==> src/rtl/tpx3_rx_packet_assembler.sv <==
// Rebuilds 48-bit Timepix3 packets from pairs of 32-bit receiver FIFO words.
// Orphaned, stale and foreign-header halves are dropped and counted.
module tpx3_rx_packet_assembler #(
    parameter int unsigned DATA_IDENTIFIER = 0,
    parameter int unsigned TIMEOUT         = 255
) (
    input  logic        BUS_CLK,
    input  logic        BUS_RST,
    input  logic        ENABLE,
    input  logic        FIFO_EMPTY,
    input  logic [31:0] FIFO_DATA,
    output logic        FIFO_READ,
    output logic [47:0] OUT_DATA,
    output logic        OUT_VALID,
    input  logic        OUT_READY,
    input  logic        CNT_CLEAR,
    output logic [15:0] PKT_CNT,
    output logic [7:0]  ORPHAN_ERR_CNT,
    output logic [7:0]  HDR_ERR_CNT
);

    localparam logic [6:0]  ID_VALUE = DATA_IDENTIFIER[6:0];
    localparam logic [15:0] TO_VALUE = TIMEOUT[15:0];

    typedef enum logic {
        IDLE,
        HAVE_HIGH
    } state_t;

    state_t      r_state;
    logic [15:0] r_timer;
    logic [23:0] r_hi;
    logic [47:0] r_outData;
    logic        r_outValid;
    logic [15:0] r_pktCnt;
    logic [7:0]  r_orphanCnt;
    logic [7:0]  r_hdrCnt;

    logic        w_outFree;
    logic        w_read;
    logic        w_hdrOk;
    logic        w_goodPop;
    logic        w_badPop;
    logic        w_isHigh;
    logic [15:0] w_timerNext;
    logic        w_timeoutHit;
    logic        w_loadPkt;
    logic        w_orphanInc;

    assign w_outFree    = !r_outValid || OUT_READY;
    assign w_read       = ENABLE && !FIFO_EMPTY && w_outFree && !BUS_RST;
    assign w_hdrOk      = (FIFO_DATA[31:25] == ID_VALUE);
    assign w_goodPop    = w_read && w_hdrOk;
    assign w_badPop     = w_read && !w_hdrOk;
    assign w_isHigh     = FIFO_DATA[24];
    assign w_timerNext  = r_timer + 16'd1;

    // A valid-header pop in the deadline cycle takes priority over the timeout.
    assign w_timeoutHit = (r_state == HAVE_HIGH) && !w_goodPop &&
                          (TO_VALUE != 16'd0) && (w_timerNext == TO_VALUE);
    assign w_loadPkt    = w_goodPop && (r_state == HAVE_HIGH) && !w_isHigh;
    assign w_orphanInc  = (w_goodPop && (r_state == IDLE) && !w_isHigh) ||
                          (w_goodPop && (r_state == HAVE_HIGH) && w_isHigh) ||
                          w_timeoutHit;

    assign FIFO_READ      = w_read;
    assign OUT_DATA       = r_outData;
    assign OUT_VALID      = r_outValid;
    assign PKT_CNT        = r_pktCnt;
    assign ORPHAN_ERR_CNT = r_orphanCnt;
    assign HDR_ERR_CNT    = r_hdrCnt;

    always_ff @(posedge BUS_CLK) begin
        if (BUS_RST) begin
            r_state    <= IDLE;
            r_timer    <= 16'd0;
            r_hi       <= 24'd0;
            r_outData  <= 48'd0;
            r_outValid <= 1'b0;
        end else begin
            if (w_loadPkt) begin
                r_outData  <= {r_hi, FIFO_DATA[23:0]};
                r_outValid <= 1'b1;
            end else if (OUT_READY) begin
                r_outValid <= 1'b0;
            end

            case (r_state)
                IDLE: begin
                    if (w_goodPop && w_isHigh) begin
                        r_hi    <= FIFO_DATA[23:0];
                        r_timer <= 16'd0;
                        r_state <= HAVE_HIGH;
                    end
                end
                HAVE_HIGH: begin
                    if (w_goodPop) begin
                        if (w_isHigh) begin
                            r_hi    <= FIFO_DATA[23:0];
                            r_timer <= 16'd0;
                        end else begin
                            r_timer <= 16'd0;
                            r_state <= IDLE;
                        end
                    end else if (w_timeoutHit) begin
                        r_timer <= 16'd0;
                        r_state <= IDLE;
                    end else begin
                        r_timer <= w_timerNext;
                    end
                end
                default: r_state <= IDLE;
            endcase
        end
    end

    // Clear beats a same-cycle increment; error counters saturate, packet count wraps.
    always_ff @(posedge BUS_CLK) begin
        if (BUS_RST || CNT_CLEAR) begin
            r_pktCnt    <= 16'd0;
            r_orphanCnt <= 8'd0;
            r_hdrCnt    <= 8'd0;
        end else begin
            if (w_loadPkt) begin
                r_pktCnt <= r_pktCnt + 16'd1;
            end
            if (w_orphanInc && (r_orphanCnt != 8'hFF)) begin
                r_orphanCnt <= r_orphanCnt + 8'd1;
            end
            if (w_badPop && (r_hdrCnt != 8'hFF)) begin
                r_hdrCnt <= r_hdrCnt + 8'd1;
            end
        end
    end

endmodule

==> config.mk <==
export PLATFORM = sky130hd
export DESIGN_NAME = tpx3_rx_packet_assembler
export DESIGN_NICKNAME = d
export VERILOG_FILES = /design/src/rtl/tpx3_rx_packet_assembler.sv
export SDC_FILE = /design/constraint.sdc
export NUM_CORES = 1
export LEC_CHECK = 0
export CAP_MARGIN = 20
export CORE_ASPECT_RATIO = 0.5
export CORE_MARGIN = 4
export CORE_UTILIZATION = 35
export CTS_BUF_LIST = sky130_fd_sc_hd__clkbuf_16
export CTS_CLUSTER_DIAMETER = 40
export DETAILED_ROUTE_END_ITERATION = 8
export PLACE_DENSITY = 0.63
export SLEW_MARGIN = 20
export SYNTH_ARGS = -nofsm -noshare
export SYNTH_HDL_FRONTEND = slang
export SYNTH_SLANG_ARGS = --single-unit
==> constraint.sdc <==
create_clock -name BUS_CLK -period 3.6 [get_ports BUS_CLK]
set_clock_uncertainty 0.15 [all_clocks]
set_input_delay 0.54 -clock BUS_CLK [delete_from_list [all_inputs] [get_ports BUS_CLK]]
set_output_delay 0.54 -clock BUS_CLK [all_outputs]
set_load 0.05 [all_outputs]
==> reports/qor.txt, run 1 <==
H-Tree Level Count: 4
Inserted Diodes: 0
synth unique cells: 48
Overall Power: 3.03 mW
M1 wire length: 6320 um
Achievable Freq: 324 MHz
final setup fails: 0
final WL: 13,300 um
hold_ws: 0.297 ns
CP delay by family, top: compound AO/OA/AOI/OAI gates
r2r endpoint: ORPHAN_ERR_CNT[6]
Initial Util: 0.366
Die Y: 93.1 um
Clock Tree Buf Depth: 2
Critical R2R Launch: r_timer[0]
fill count: 1,311
Final Hold Fails: 0
Synthesis Warnings: 0
DR top layer: met4
most frequent cells in the layout: 176 x nand2_1, 122 x dfxtp_1, 118 x clkdlybuf4s50_1
critical path endpoint category: register
area growth from synthesis to layout: 37.7%
adder-cell share of the synthesized area: 0.0123
Worst Max-Slew Pin Slew: 0.926 ns
CORE AREA: 13,900 um2
total die area: 16,600 um2
CP max-delay cell: or4_1
first-pass GRT wire length: 22,000 um
Seq/Total Area, Yosys: 0.482
WP data arrival: 3.24 ns
CTS tree: built
WS Path Type: register to register
most common cell after layout, fill and taps aside: nand2_1
initial antenna violation count: 0
Mapped Area: 5070 um2
WP buf/inv: 1
post-route ant nets: 0
Post-synth top flop: dfxtp_1
router iterations before antenna repair: 4
Worst-Skew Late Latency: 0.41 ns
DRC Markers: 0
worst-path maximum fanout: 11
post-synthesis mux area share: 0.00987
root buffer cell: clkbuf_16
post-DP HPWL: 9000 um
vias in the first global route: 4,321
status: finished, final reports clean
Crit. path cell count: 9
cell count of the worst reg-to-reg path: 9
RSZ-0062 raised after global routing: false
aggregate global-route resource usage: 0.164
Compound-Gate Fraction of Synth Area: 0.156
layout net count: 791
remaining global-route overflow: 0
row count: 30
cts repair resizes: 0
Hold Path Depth: 2
Routed met2 length: 6000 um
clk slew on worst S/H paths: 0.06 ns
min-delay src: OUT_DATA[14]
pwr/cell area: 433 nW/um2
Post-synth EDFFs: 0
die width: 178 um
Synth Area in XOR/XNOR: 0.0415
initial DRC count: 350
FF-to-FF setup slack: 0.51 ns
period utilisation layout: 0.857
max_cap viols: 0
share of cells above drive strength 1: 0.0683
Yosys reg bits: 122
Leak: 2.39 nW
minimum clock period: 3.09 ns
Pins Over Slew Limit: 0
via count: 4,695
Post-CTS Setup Inserts: 0
Synth Instances: 638
syn_nets: 681
CTS Buf Count: 17
Relative slew margins: 0.383
TNS Setup: 0 ns
Simple-Gate Fraction of Synth Area: 0.259
clk sink count: 122
DR WL met3: 721 um
GP Congestion: 0.838
cts hold-fix bufs: 0
FFs w/ async S/R, synth: 0
# IOs: 120
worst hold path type: register to register
peak supply drop: 0.000251 V
Avg WL per Cell: 13.9 um
main combinational cell family by area after synthesis: simple AND/OR/NAND/NOR gates
Syn Area/Cell: 7.95 um2
Critical Path Start Type: register
vias per cell: 4.93
max incr delay on CP: 0.51 ns
Final Core Density: 0.504
largest net degree at the start of global routing: 90
worst hold path endpoint: OUT_DATA[14]
cell chain of the critical path: ha_1 > nand4_2 > or4_1 > a22oi_2 > o2111ai_2 > o41ai_2 > buf_4 > a311oi_1 > a41o_1
worst endpoint required time: 3.75 ns
I/O Buffers: 119
==> worst reg2reg max path, delay by kind of cell (launching register included) <==
kind | cells | cell delay (ns)
adders and majority gates | 1 | 0.30
buffers and inverters | 1 | 0.25
and+or+nand+nor | 2 | 0.67
DFF | 1 | 0.48
AOI/OAI and AO/OA | 5 | 1.13
==> area by class of cell <==
| class | count | area [um2] | share of cell area |
|---|---|---|---|
| tap | 192 | 240 | 0.0344 |
| clock inverter | 15 | 128 | 0.0183 |
| timing repair buffer | 130 | 1270 | 0.182 |
| clock buffer | 17 | 425 | 0.0609 |
| multi-input combinational | 465 | 2430 | 0.349 |
| sequential | 122 | 2440 | 0.350 |
| inverter | 12 | 45.0 | 0.00645 |
==> where the power goes <==
part / switching, mW / internal, mW / total (mW)
clock network: 0.644 / 0.945 / 1.59
logic: 0.0423 / 0.0431 / 0.0854
registers: 0.000460 / 1.35 / 1.35
==> cells by family (layout without fill, tap and decap cells) <==
| group | after synthesis | count (layout) |
|---|---|---|
| muxes | 5 | 5 |
| DFF | 122 | 122 |
| buffers and inverters | 51 | 174 |
| and+or+nand+nor | 296 | 296 |
| xor gates and xnor gates | 24 | 24 |
| adders and majority gates | 5 | 5 |
| AOI/OAI and AO/OA | 135 | 135 |
==> routing by layer <==
layer  global-route usage  up-vias
li1                     -     2389
met1                0.225     2195
met2                0.242       92
met3               0.0489       19
met4               0.0657        0
met5                    0        -
==> Yosys cell counts, types with 3 or more instances <==
cell      number  area [um2]
nand2_1      176         661
dfxtp_1      122        2440
a21oi_1       87         435
nor2_1        38         143
clkbuf_1      29         109
nand3_1       17        85.1
o21ai_0       17        85.1
xnor2_1       13         114
inv_1         12        45.0
nand4_1       12        75.1
or3_1         12        75.1
xor2_1        11        96.3
nor3_1        10        50.1
and3_1         7        43.8
buf_1          6        22.5
ha_1           5        62.6
mux2i_1        5        50.1
nor4_1         5        31.3
a31oi_1        4        25.0
a41o_1         4        40.0
nand3b_1       4        30.0
a21boi_0       3        22.5
a21o_1         3        22.5
a22o_1         3        26.3
a311oi_1       3        26.3
==> per-stage QoR <==
step	setup WS, ns	area (um2)	instances
global route	0.325	6980	953
CTS	0.536	6980	953
detailed placement	0.435	6430	921
global placement	0.502	6430	921
floorplan	0.887	5070	638
finish	0.515	6980	953
==> flip-flops by register name, summed over array words and instances, names as in the netlist <==
| signal | count |
|---|---|
| r_state | 1 |
| r_hi | 24 |
| PKT_CNT | 16 |
| OUT_VALID | 1 |
| r_timer | 16 |
| HDR_ERR_CNT | 8 |
| ORPHAN_ERR_CNT | 8 |
| OUT_DATA | 48 |
==> how the worst max path moves through the flow <==
| stage | startpoint | endpoint |
|---|---|---|
| finish | r_timer[0] | ORPHAN_ERR_CNT[6] |
| detailed placement | FIFO_DATA[27] | PKT_CNT[15] |
| global placement | FIFO_DATA[27] | PKT_CNT[15] |
| floorplan | r_timer[1] | ORPHAN_ERR_CNT[6] |
| CTS | r_timer[0] | ORPHAN_ERR_CNT[6] |
| global route | r_timer[0] | ORPHAN_ERR_CNT[6] |
Note: power is estimated with default switching activity, not from simulation.
==> run 2, diff against run 1 <==
--- a/config.mk
+++ b/config.mk
@@ -9,9 +9,10 @@
 export CORE_ASPECT_RATIO = 0.5
 export CORE_MARGIN = 4
 export CORE_UTILIZATION = 35
-export CTS_BUF_LIST = sky130_fd_sc_hd__clkbuf_16
+export CTS_BUF_LIST = sky130_fd_sc_hd__clkbuf_2 sky130_fd_sc_hd__clkbuf_4 sky130_fd_sc_hd__clkbuf_8
 export CTS_CLUSTER_DIAMETER = 40
 export DETAILED_ROUTE_END_ITERATION = 8
+export MAX_ROUTING_LAYER = met4
 export PLACE_DENSITY = 0.63
 export SLEW_MARGIN = 20
 export SYNTH_ARGS = -nofsm -noshare
==> constraint.sdc (replaced) <==
create_clock -name BUS_CLK -period 3.6 [get_ports BUS_CLK]
set_clock_uncertainty 0.15 [all_clocks]
set_input_delay 0.54 -clock BUS_CLK [delete_from_list [all_inputs] [get_ports BUS_CLK]]
set_output_delay 0.54 -clock BUS_CLK [all_outputs]
set_load 0.1 [all_outputs]
==> run 2 against run 1 <==
Net effect:
- clock power shrank 17%
- fmax up 1.2%
- wire length decreased by 0.12%
- final cell count rose by 0.10%
- count of clock-buffer cells in the layout rose by 5
- critical path depth unchanged
- worst hold slack better by 0.0035 ns
- first-iteration DRC count shrank 20%
- final area decreased by 1.5%
- largest cell class unchanged
- highest routed layer unchanged
==> reports/qor.txt, run 2 (same netlist as run 1, synthesis figures left out) <==
clk sink count: 122 (unchanged)
H-Tree Level Count: 4 (unchanged)
Die Y: 93.1 um (unchanged)
CP startpoint: r_timer[0] (unchanged)
vias in the first global route: 4,274 (was 4,321)
row count: 30 (unchanged)
Hold Path Depth: 2 (unchanged)
vias per cell: 4.89 (was 4.93)
root buffer cell: clkbuf_8 (was clkbuf_16)
CORE AREA: 13,900 um2 (unchanged)
via count: 4,664 (was 4,695)
cts repair resizes: 0 (unchanged)
TNS Setup: 0 ns (unchanged)
die width: 178 um (unchanged)
max reg flops: 48 (unchanged)
RSZ-0062 raised after global routing: false (unchanged)
remaining global-route overflow: 0 (unchanged)
area growth from synthesis to layout: 35.7% (was 37.7%)
Final Core Density: 0.497 (was 0.504)
Achievable Freq: 328 MHz (was 324 MHz)
WS Path Type: register to register (unchanged)
Worst-Skew Late Latency: 0.42 ns (was 0.41 ns)
peak supply drop: 0.000203 V (was 0.000251 V)
sw power: 0.597 mW (was 0.687 mW)
max_cap viols: 0 (unchanged)
most common cell after layout, fill and taps aside: nand2_1 (unchanged)
I/O Buffers: 119 (unchanged)
share of cells above drive strength 1: 0.0735 (was 0.0683)
critical path endpoint category: register (unchanged)
worst endpoint required time: 3.77 ns (was 3.75 ns)
Critical R2R Launch: r_timer[0] (unchanged)
Pins Over Slew Limit: 0 (unchanged)
Overall Power: 2.76 mW (was 3.03 mW)
pwr/cell area: 400 nW/um2 (was 433 nW/um2)
largest net degree at the start of global routing: 90 (unchanged)
Clock power frac: 0.478 (was 0.525)
GP Congestion: 0.855 (was 0.838)
switch share: 0.217 (was 0.227)
fill count: 1,328 (was 1,311)
CTS tree: built (unchanged)
router iterations before antenna repair: 5 (was 4)
Clock Tree Buf Depth: 2 (unchanged)
post-route ant nets: 0 (unchanged)
Leak: 2.36 nW (was 2.39 nW)
initial antenna violation count: 0 (unchanged)
Avg WL per Cell: 13.9 um (about the same)
Worst Max-Slew Pin Slew: 1.02 ns (was 0.926 ns)
final setup fails: 0 (unchanged)
final WL: 13,200 um (was 13,300 um)
layout net count: 792 (was 791)
share of power burned in registers: 0.490 (was 0.447)
Final Hold Fails: 0 (unchanged)
aggregate global-route resource usage: 0.165 (was 0.164)
initial DRC count: 279 (was 350)
Internal Power: 2.16 mW (was 2.34 mW)
Critical Path Start Type: register (unchanged)
DRC Markers: 0 (unchanged)
Initial Util: 0.366 (unchanged)
post-DP HPWL: 8980 um (was 9000 um)
total die area: 16,600 um2 (unchanged)
hold_ws: 0.300 ns (was 0.297 ns)
# IOs: 120 (unchanged)
status: finished, final reports clean (unchanged)
WP data arrival: 3.22 ns (was 3.24 ns)
worst hold path type: register to register (unchanged)
Inserted Diodes: 0 (unchanged)
FF-to-FF setup slack: 0.55 ns (was 0.51 ns)
worst-path maximum fanout: 11 (unchanged)
cell count of the worst reg-to-reg path: 9 (unchanged)
first-pass GRT wire length: 21,500 um (was 22,000 um)
Relative slew margins: 0.315 (was 0.383)
most frequent cells in the layout: 176 x nand2_1, 122 x dfxtp_1, 116 x clkdlybuf4s50_1 (was 176 x nand2_1, 122 x dfxtp_1, 118 x clkdlybuf4s50_1)
cts hold-fix bufs: 0 (unchanged)
min-delay src: OUT_DATA[10] (was OUT_DATA[14])
CTS Buf Count: 17 (unchanged)
minimum clock period: 3.05 ns (was 3.09 ns)
Logic pwr share: 0.032 (was 0.028)
period utilisation layout: 0.847 (was 0.857)
Post-CTS Setup Inserts: 0 (unchanged)
clk slew on worst S/H paths: 0.08 ns (was 0.06 ns)
==> run 2: critical path, stage by stage (launching register included) <==
cell and delay [ns]:
dfxtp_1 0.49, ha_1 0.31, nand2_1 0.13, or3_1 0.35
a211oi_1 0.38, o2111ai_2 0.25, o41ai_2 0.32, buf_4 0.23
a311oi_1 0.11, a41o_1 0.22
==> run 2: final cells by class <==
class | count | area (um2) | share of cell area
clock buffer | 22 | 297 | 0.0431
clock inverter | 10 | 140 | 0.0204
inverter | 12 | 45.0 | 0.00655
multi-input combinational | 465 | 2430 | 0.354
sequential | 122 | 2440 | 0.355
tap | 192 | 240 | 0.0349
timing repair buffer | 131 | 1280 | 0.187
==> run 2: final timing paths <==
| check | end |
|---|---|
| worst min-delay path | OUT_DATA[10] |
| worst max-delay path | ORPHAN_ERR_CNT[2] |
| worst min register to register | OUT_DATA[10] |
| worst max register to register | ORPHAN_ERR_CNT[2] |
==> run 2: metal layers <==
layer  wire length, um  track usage
met5                 0            -
met4               165       0.0600
met3               624       0.0436
met2              5910        0.241
met1              6530        0.221
==> run 2: power groups by stage <==
stage,logic (mW),clock network (mW),registers [mW]
floorplan,0.0303,0,1.38
detailed placement,0.0885,0,1.38
global route,0.0958,1.41,1.35
finish,0.0885,1.32,1.35
global placement,0.0884,0,1.38
CTS,0.0891,1.35,1.35
==> run 2: per-stage QoR <==
step,worst slack (ns),std cells,instance area [um2]
3_3_place_gp,0.448,922,6440
4_1_cts,0.544,954,6880
6_report,0.552,954,6880
2_1_floorplan,0.533,638,5070
3_5_place_dp,0.423,922,6440
5_1_grt,0.335,954,6880
==> run 3, diff against run 2 <==
--- a/config.mk
+++ b/config.mk
@@ -13,7 +13,7 @@
 export CTS_CLUSTER_DIAMETER = 40
 export DETAILED_ROUTE_END_ITERATION = 8
 export MAX_ROUTING_LAYER = met4
-export PLACE_DENSITY = 0.63
+export PLACE_DENSITY = 0.65
 export SLEW_MARGIN = 20
 export SYNTH_ARGS = -nofsm -noshare
 export SYNTH_HDL_FRONTEND = slang
==> constraint.sdc (replaced) <==
create_clock -name BUS_CLK -period 2.54 [get_ports BUS_CLK]
set_clock_uncertainty 0.15 [all_clocks]
set_input_delay 0.381 -clock BUS_CLK [delete_from_list [all_inputs] [get_ports BUS_CLK]]
set_output_delay 0.381 -clock BUS_CLK [all_outputs]
set_load 0.1 [all_outputs]
==> run 3 against run 2 <==
Net effect:
- the run now ends with setup timing left
- sequential share of layout area decreased by 1.2 points
- global-route usage up 0.53 points
- die area did not move
- via count rose by 3.7%
- setup slack lost 0.61 ns
- clock power up 48%
- critical endpoint unchanged
- largest cell class is now multi-input gates
- largest power group is now clock
- highest routed layer unchanged
==> reports/qor.txt, run 3 (same netlist as run 1, synthesis figures left out) <==
status: complete, but fails checks (was finished, final reports clean)
violated checks: setup timing
period utilisation layout: 1.02 (was 0.847)
CTS Buf Count: 17 (unchanged)
critical path endpoint category: register (unchanged)
H-Tree Level Count: 4 (unchanged)
cts hold-fix bufs: 0 (unchanged)
peak supply drop: 0.000337 V (was 0.000203 V)
initial antenna violation count: 0 (unchanged)
WS Path Type: register to register (unchanged)
most frequent cells in the layout: 176 x nand2_1, 127 x buf_4, 116 x dfxtp_1 (was 176 x nand2_1, 122 x dfxtp_1, 116 x clkdlybuf4s50_1)
first-pass GRT wire length: 22,400 um (was 21,500 um)
post-DP HPWL: 9470 um (was 8980 um)
# IOs: 120 (unchanged)
Final Hold Fails: 0 (unchanged)
WP data arrival: 2.77 ns (was 3.22 ns)
clk slew on worst S/H paths: 0.08 ns (about the same)
hold_ws: 0.301 ns (was 0.300 ns)
max reg flops: 48 (unchanged)
layout net count: 831 (was 792)
Worst-Skew Late Latency: 0.43 ns (was 0.42 ns)
CORE AREA: 13,900 um2 (unchanged)
I/O Buffers: 119 (unchanged)
die width: 178 um (unchanged)
Critical Path Start Type: register (unchanged)
CTS tree: built (unchanged)
RSZ-0062 raised after global routing: true (was false)
worst hold path type: register to register (unchanged)
Initial Util: 0.366 (unchanged)
Inserted Diodes: 0 (unchanged)
pre-CTS setup slack: -0.283 ns (was 0.423 ns)
Final Core Density: 0.517 (was 0.497)
Post-DP Area: 6600 um2 (was 6440 um2)
DRC Markers: 0 (unchanged)
fill count: 1,332 (was 1,328)
aggregate global-route resource usage: 0.170 (was 0.165)
vias per cell: 4.87 (was 4.89)
via count: 4,835 (was 4,664)
Worst Max-Slew Pin Slew: 0.579 ns (was 1.02 ns)
Leak: 2.76 nW (was 2.36 nW)
share of cells above drive strength 1: 0.242 (was 0.0735)
Achievable Freq: 385 MHz (was 328 MHz)
fin area: 7160 um2 (was 6880 um2)
Pins Over Slew Limit: 0 (unchanged)
final setup fails: 7 (was 0)
row count: 30 (unchanged)
Clock Tree Buf Depth: 2 (unchanged)
TNS Setup: -0.229 ns (was 0 ns)
total die area: 16,600 um2 (unchanged)
area growth from synthesis to layout: 41.1% (was 35.7%)
dpl cells: 959 (was 922)
most common cell after layout, fill and taps aside: nand2_1 (unchanged)
Relative slew margins: 0.613 (was 0.315)
clk sink count: 122 (unchanged)
pwr/cell area: 559 nW/um2 (was 400 nW/um2)
Seq. cell area: 2450 um2 (was 2440 um2)
worst-path maximum fanout: 9 (was 11)
Finished Layout Cells: 993 (was 954)
post-route ant nets: 0 (unchanged)
Die Y: 93.1 um (unchanged)
worst endpoint required time: 2.71 ns (was 3.77 ns)
largest net degree at the start of global routing: 56 (was 90)
GP Congestion: 0.832 (was 0.855)
worst setup margin: -0.0606 ns (was 0.552 ns)
router iterations before antenna repair: 5 (unchanged)
minimum clock period: 2.60 ns (was 3.05 ns)
vias in the first global route: 4,614 (was 4,274)
max_cap viols: 0 (unchanged)
final WL: 13,700 um (was 13,200 um)
root buffer cell: clkbuf_8 (unchanged)
Avg WL per Cell: 13.8 um (was 13.9 um)
remaining global-route overflow: 0 (unchanged)
Overall Power: 4.00 mW (was 2.76 mW)
initial DRC count: 288 (was 279)
area occupied by multi-input gates: 2550 um2 (was 2430 um2)
run 3: path summary, 6_finish.rpt:
path                 from                 to  slack, ns  depth (start not counted)
max            r_timer[0]  ORPHAN_ERR_CNT[2]      -0.06                          9
min          OUT_DATA[31]       OUT_DATA[31]       0.30                          2
max reg2reg    r_timer[0]  ORPHAN_ERR_CNT[2]      -0.06                          9
min reg2reg  OUT_DATA[31]       OUT_DATA[31]       0.30                          2
run 3: final cells by class:
cell class	instances	area share
clock buffer	19	0.0365
clock inverter	13	0.0266
inverter	12	0.00682
multi-input combinational	465	0.357
sequential	122	0.343
tap	192	0.0336
timing repair buffer	170	0.197
run 3: timing repair:
item | CTS | global route
cloned | 1 | 0
pin swaps | 2 | 8
buffers inserted | 0 | 1
hold endpoints to repair | 0 | 0
resized for setup | 6 | 15
setup endpoints to repair | 14 | 19
run 3: worst max-delay path, stage by stage, from the launching register on:
cell	delay, ns
dfxtp_2	0.35
buf_4	0.16
nand3_1	0.15
or3_1	0.38
nor3_2	0.21
xor2_2	0.17
o41ai_4	0.41
buf_4	0.20
a311oi_1	0.09
a41o_1	0.21
run 3: layer usage:
metal  wire length (um)  track usage
met3                637       0.0384
met1               6430        0.216
met2               6430        0.268
met4                231       0.0632
met5                  0            -
run 3: power breakdown:
group / leakage (nW) / internal [mW] / total (mW) / switching, mW
registers: 0.986 / 1.91 / 1.91 / 0.000668
clock network: 0.227 / 1.13 / 1.96 / 0.825
logic: 1.55 / 0.0669 / 0.134 / 0.0673
total: 2.76 / 3.11 / 4.00 / 0.893
